**src/rtl/boot_seq_pkg.sv**
```systemverilog
// Shared types and constants for the boot ROM download sequencer.
//   boot_state_t     : sequencer FSM state encoding
//   BOOT_LEN_DEFAULT : size of the PCW boot image in bytes
//   EXEC_ADDR        : address handed to the core's execute port
package boot_seq_pkg;

    typedef enum logic [2:0] {
        StIdle,
        StFetch,
        StWait,
        StWrite,
        StGap,
        StDone
    } boot_state_t;

    localparam int unsigned BOOT_LEN_DEFAULT = 276;
    localparam logic [15:0] EXEC_ADDR        = 16'h0000;

endpackage

```
**src/rtl/edge_det.sv**
```systemverilog
// Registered falling-edge detector.
//   clk_i  : clock
//   rst_ni : asynchronous active-low reset
//   d_i    : level to watch
//   fall_o : high for one cycle while the registered level is 0 and its previous value was 1
module edge_det (
    input  logic clk_i,
    input  logic rst_ni,
    input  logic d_i,
    output logic fall_o
);

    logic d_q;
    logic d_prev_q;

    always_ff @(posedge clk_i or negedge rst_ni) begin
        if (!rst_ni) begin
            d_q      <= 1'b0;
            d_prev_q <= 1'b0;
        end else begin
            d_q      <= d_i;
            d_prev_q <= d_q;
        end
    end

    assign fall_o = ~d_q & d_prev_q;

endmodule

```
**src/rtl/boot_sequencer.sv**
```systemverilog
// Streams the boot ROM image into the core download port after each core reset,
// then pulses the execute strobe.
//   clk_sys, reset_n         : clock, asynchronous active-low reset
//   core_reset               : core reset level; falling edge starts a load, high aborts it
//   model                    : system model select, latched onto rom_model at load start
//   rom_addr/rom_model       : boot ROM request; rom_data arrives one cycle later
//   dn_go/dn_wr/dn_addr/dn_data, dn_wait : core download port with back-pressure
//   execute_addr/execute_enable          : start address and one-cycle run strobe
//   busy                     : sequencer not idle
module boot_sequencer
    import boot_seq_pkg::*;
#(
    parameter int unsigned BOOT_LEN = BOOT_LEN_DEFAULT,
    parameter int unsigned ADDR_W   = 16
) (
    input  logic              clk_sys,
    input  logic              reset_n,
    input  logic              core_reset,
    input  logic              model,
    output logic [ADDR_W-1:0] rom_addr,
    output logic              rom_model,
    input  logic [7:0]        rom_data,
    output logic              dn_go,
    output logic              dn_wr,
    output logic [ADDR_W-1:0] dn_addr,
    output logic [7:0]        dn_data,
    input  logic              dn_wait,
    output logic [ADDR_W-1:0] execute_addr,
    output logic              execute_enable,
    output logic              busy
);

    localparam logic [ADDR_W-1:0] LastIdx = ADDR_W'(BOOT_LEN - 1);

    boot_state_t       state_q, state_d;
    logic [ADDR_W-1:0] idx_q, idx_d;
    logic              rom_model_q, rom_model_d;
    logic [ADDR_W-1:0] rom_addr_q, rom_addr_d;
    logic [ADDR_W-1:0] dn_addr_q, dn_addr_d;
    logic [7:0]        dn_data_q, dn_data_d;
    logic              dn_go_q, dn_go_d;
    logic              dn_wr_q, dn_wr_d;
    logic              exec_q, exec_d;
    logic              busy_q, busy_d;
    logic              cr_fall;

    edge_det u_core_reset_edge (
        .clk_i  (clk_sys),
        .rst_ni (reset_n),
        .d_i    (core_reset),
        .fall_o (cr_fall)
    );

    always_comb begin
        state_d     = state_q;
        idx_d       = idx_q;
        rom_model_d = rom_model_q;

        if (state_q != StIdle && core_reset) begin
            // Abort: drop everything, the next load restarts from byte 0.
            state_d = StIdle;
            idx_d   = '0;
        end else begin
            unique case (state_q)
                StIdle: begin
                    if (cr_fall) begin
                        state_d     = StFetch;
                        idx_d       = '0;
                        rom_model_d = model;
                    end
                end
                StFetch: state_d = StWait;
                StWait:  state_d = StWrite;
                StWrite: state_d = StGap;
                StGap: begin
                    if (!dn_wait) begin
                        if (idx_q == LastIdx) begin
                            state_d = StDone;
                        end else begin
                            idx_d   = idx_q + ADDR_W'(1);
                            state_d = StFetch;
                        end
                    end
                end
                StDone:  state_d = StIdle;
                default: state_d = StIdle;
            endcase
        end

        // Outputs are decoded from the next state so they are registered with it.
        rom_addr_d = (state_d == StFetch) ? idx_d : rom_addr_q;
        dn_addr_d  = (state_d == StWrite) ? idx_d : dn_addr_q;
        // ROM data is valid during WAIT, captured on the edge into WRITE.
        dn_data_d  = (state_d == StWrite) ? rom_data : dn_data_q;
        dn_go_d    = (state_d == StFetch) || (state_d == StWait) ||
                     (state_d == StWrite) || (state_d == StGap);
        dn_wr_d    = (state_d == StWrite);
        exec_d     = (state_d == StDone);
        busy_d     = (state_d != StIdle);
    end

    always_ff @(posedge clk_sys or negedge reset_n) begin
        if (!reset_n) begin
            state_q     <= StIdle;
            idx_q       <= '0;
            rom_model_q <= 1'b0;
            rom_addr_q  <= '0;
            dn_addr_q   <= '0;
            dn_data_q   <= '0;
            dn_go_q     <= 1'b0;
            dn_wr_q     <= 1'b0;
            exec_q      <= 1'b0;
            busy_q      <= 1'b0;
        end else begin
            state_q     <= state_d;
            idx_q       <= idx_d;
            rom_model_q <= rom_model_d;
            rom_addr_q  <= rom_addr_d;
            dn_addr_q   <= dn_addr_d;
            dn_data_q   <= dn_data_d;
            dn_go_q     <= dn_go_d;
            dn_wr_q     <= dn_wr_d;
            exec_q      <= exec_d;
            busy_q      <= busy_d;
        end
    end

    assign rom_addr       = rom_addr_q;
    assign rom_model      = rom_model_q;
    assign dn_go          = dn_go_q;
    assign dn_wr          = dn_wr_q;
    assign dn_addr        = dn_addr_q;
    assign dn_data        = dn_data_q;
    assign execute_addr   = ADDR_W'(EXEC_ADDR);
    assign execute_enable = exec_q;
    assign busy           = busy_q;

endmodule

```
**config.mk**
```make
export PLATFORM = sky130hd
export DESIGN_NAME = boot_sequencer
export DESIGN_NICKNAME = d
export VERILOG_FILES = /design/src/rtl/boot_seq_pkg.sv /design/src/rtl/edge_det.sv /design/src/rtl/boot_sequencer.sv
export SDC_FILE = /design/constraint.sdc
export NUM_CORES = 1
export LEC_CHECK = 0
export BUFFER_PORTS_ARGS = -buffer_cell sky130_fd_sc_hd__buf_2
export CAP_MARGIN = 10
export CORE_MARGIN = 2
export CORE_UTILIZATION = 25
export DETAILED_ROUTE_END_ITERATION = 16
export SLEW_MARGIN = 10
export SYNTH_ARGS = -nofsm -noshare
export SYNTH_HDL_FRONTEND = slang
export SYNTH_HIERARCHICAL = 1
export SYNTH_SLANG_ARGS = --single-unit
```
**constraint.sdc**
```tcl
create_clock -name clk_sys -period 2.96 [get_ports clk_sys]
set_input_delay 0.148 -clock clk_sys [delete_from_list [all_inputs] [get_ports clk_sys]]
set_output_delay 0.148 -clock clk_sys [all_outputs]
set_load 0.01 [all_outputs]
```
==> metrics <==
initial antenna violation count 0; Pleak 1.86 nW; simple-gate share of the synthesized area ~17%; grt ovf 0; Area growth syn-to-layout 24.1%; post-CTS resize count 0; CTS Buf Count 9; Final min period between 2 and 2.5 ns; Post-synth ARST share 100%; fillcell total about 1.2k; Final Cell Area 3660 µm²; die area around 13000 µm²; EDFF count, synth 0; Worst Path Class, Setup flop to flop; gr usage total a little over a tenth; post-synthesis compound-gate area fraction slightly below 7%; type of the most critical hold path input pin to asynchronous set/reset pin; DP Area around 3300 µm²; Main synth FF type dfrtp_1; crit-path max FO 16; Buf/Inv on CP 0; count of cell types in the netlist 48; CP required 3.17 ns; core region area 11500 µm²; Synth Warn # 6; Final Max Tran Viols 0; mux share of post-synthesis cell area under 10%; layout cells sized above 1 roughly 35%; final period utilization approximately four fifths; run status finished clean; commonest non-fill, non-tap cell in the layout dfrtp_1; Post-Syn Area per Cell ~11 µm²; TritonRoute pass-1 iters 4; register area 1650 µm²; Max IR drop VDD about 0.00023 V; vias in the first global route between 2k and 2.5k; Clk Latency, worst-skew pair ~0.33 ns; Cell Pwr Density ~730 nW/µm²; clock buffer depth 2; CTS clk-pin slew, worst paths 0.05 ns; Post-Synth Adder-Cell Area less than 1%; commonest non-fill, non-tap cells in the layout 66 x dfrtp_1, 57 x buf_2, 38 x nand2_1; CTS tree built; Sum Neg Setup Slack 0 ns; H-Tree Depth 3; final hold violation count 0; Layout Nets 338; post-synthesis xor/xnor area fraction under 10%; Worst EP arrival approximately 2.6 ns; CP endpoint kind flop; CP Launch Type flop; RD Place Congestion 0.842; final setup violation count 0; port buffer count 57; Post-DP HPWL 4550 µm; Mapped Area roughly 3000 µm²; n_diodes 0; # Max-Cap Violations 0; delay-heaviest family, CP simple AND/OR/NAND/NOR gates; Multi-input gate area roughly 1100 µm²; Detailed Route WL between 6000 and 7000 µm; largest net degree at the start of global routing 67; Syn Inst Count about 260; io pins 74; post-route ant nets 0; 1st-iter DRT viols about 110; die span in x 113 µm; Starting Density about a quarter; RSZ-0062 raised after global routing false; Via Count between 2k and 2.5k; share of the yosys chip area belonging to registers 56.0%; vias per cell between 4 and 5; Die H ~110 µm; wire length of the first global-routing pass 10600 µm; largest family of logic cells by synthesized area simple AND/OR/NAND/NOR gates; critical path's slowest cell a221o_1; CTS Sinks 66; slowest stage delay, CP between 0.4 and 0.5 ns; highest clock rate around 420 MHz; Worst Max-Slew Pin Slew roughly 0.85 ns; root buffer cell clkbuf_16; Residual DRC 0; cell breakdown of the critical path ha_1 -> nor4bb_1 -> nand4_1 -> a221o_1 -> nand3_2 -> mux2_2; Seq cells post-synth 66; Max transition margin 43.6%; drt wl/cell 13.7 µm; row count 39; clock skew 0.00495 ns
-- synth_stat cells (3+ instances only) --
master	number	area, µm²
xnor2_1	5	43.8
clkbuf_1	3	11.3
nor3_1	4	20.0
inv_1	11	41.3
buf_4	16	120
or3_1	4	25.0
dfrtp_1	66	1650
xor2_1	3	26.3
a21oi_1	5	25.0
nand2_1	38	143
mux2_2	23	259
o21ai_0	4	20.0
nand3_1	6	30.0
nor2_1	13	48.8
nand4_1	7	43.8
nor4b_1	3	26.3
o31ai_1	9	67.6
-- worst reg2reg max path, cell delays in order (launching register included) --
cell,delay [ns]
dfrtp_1,0.37
ha_1,0.28
nor4bb_1,0.25
nand4_1,0.21
a221o_1,0.45
nand3_2,0.34
mux2_2,0.39
-- per-stage QoR --
stage	hold WS [ns]	utilization [%]	setup slack (ns)	cells	total power, mW
floorplan	-0.148	-	0.786	273	1.50
global placement	0.330	28.9	0.649	451	1.63
detailed placement	0.329	28.9	0.586	451	1.65
CTS	0.000223	31.9	0.569	472	2.74
global route	0.0101	31.9	0.379	472	2.85
finish	0.00263	31.9	0.562	472	2.69
-- metal layers --
layer / track usage, % / part of all wire (%) / vias up
li1: - / - / 996
met1: 13.5 / 45 / 1017
met2: 17.2 / 48 / 56
met3: 3.29 / 4.9 / 15
met4: 5.37 / 2.2 / 0
met5: 0 / 0 / -
-- power breakdown --
| part | internal, mW | switching, mW |
|---|---|---|
| combinational | 0.208 | 0.332 |
| clock | 0.697 | 0.370 |
| sequential | 1.00 | 0.0795 |
-- timing repair --
item / in CTS / in global routing
hold buffers: 5 / 0
setup buffers: 0 / 0
hold endpoints to repair: 5 / 0
-- logic make-up after synthesis --
family          count (synthesis)
compound gates                 28
other cells                     1
mux                            25
fa+ha+maj                       1
buf+inv                        37
xor+xnor                        8
simple gates                   92
flops                          66
-- path summary, 6_finish.rpt --
| check | startpoint | end | slack, ns | cells past startpoint |
|---|---|---|---|---|
| max in group asynchronous | reset_n | dn_addr[9] | 2.41 | 2 |
| min in group clk_sys | rom_data[1] | dn_data[1] | 0.01 | 3 |
| hold reg to reg | u_core_reset_edge/d_q | u_core_reset_edge/d_prev_q | 0.43 | 0 |
| setup reg to reg | idx_q[1] | rom_addr[10] | 0.56 | 6 |
| setup / recovery | idx_q[1] | rom_addr[10] | 0.56 | 6 |
| hold / removal | reset_n | rom_model | 0.003 | 2 |
-- layout make-up --
class	count	share of cell area, %
clock buffers	14	7.21
clock inverters	2	0.957
well taps	143	4.89
flip-flops and latches	66	45.1
inverters	12	1.23
repair buffers	65	9.77
multi-input cells	170	30.9
-- state kept, by name (all words and copies together) (netlist names) --
register and flops:
u_core_reset_edge/d_q 1, u_core_reset_edge/d_prev_q 1, rom_addr 16, rom_model 1, execute_enable 1, dn_go 1
busy 1, state_q 3, idx_q 16, dn_data 8, dn_addr 16, dn_wr 1
(Power assumes the default switching activity.)
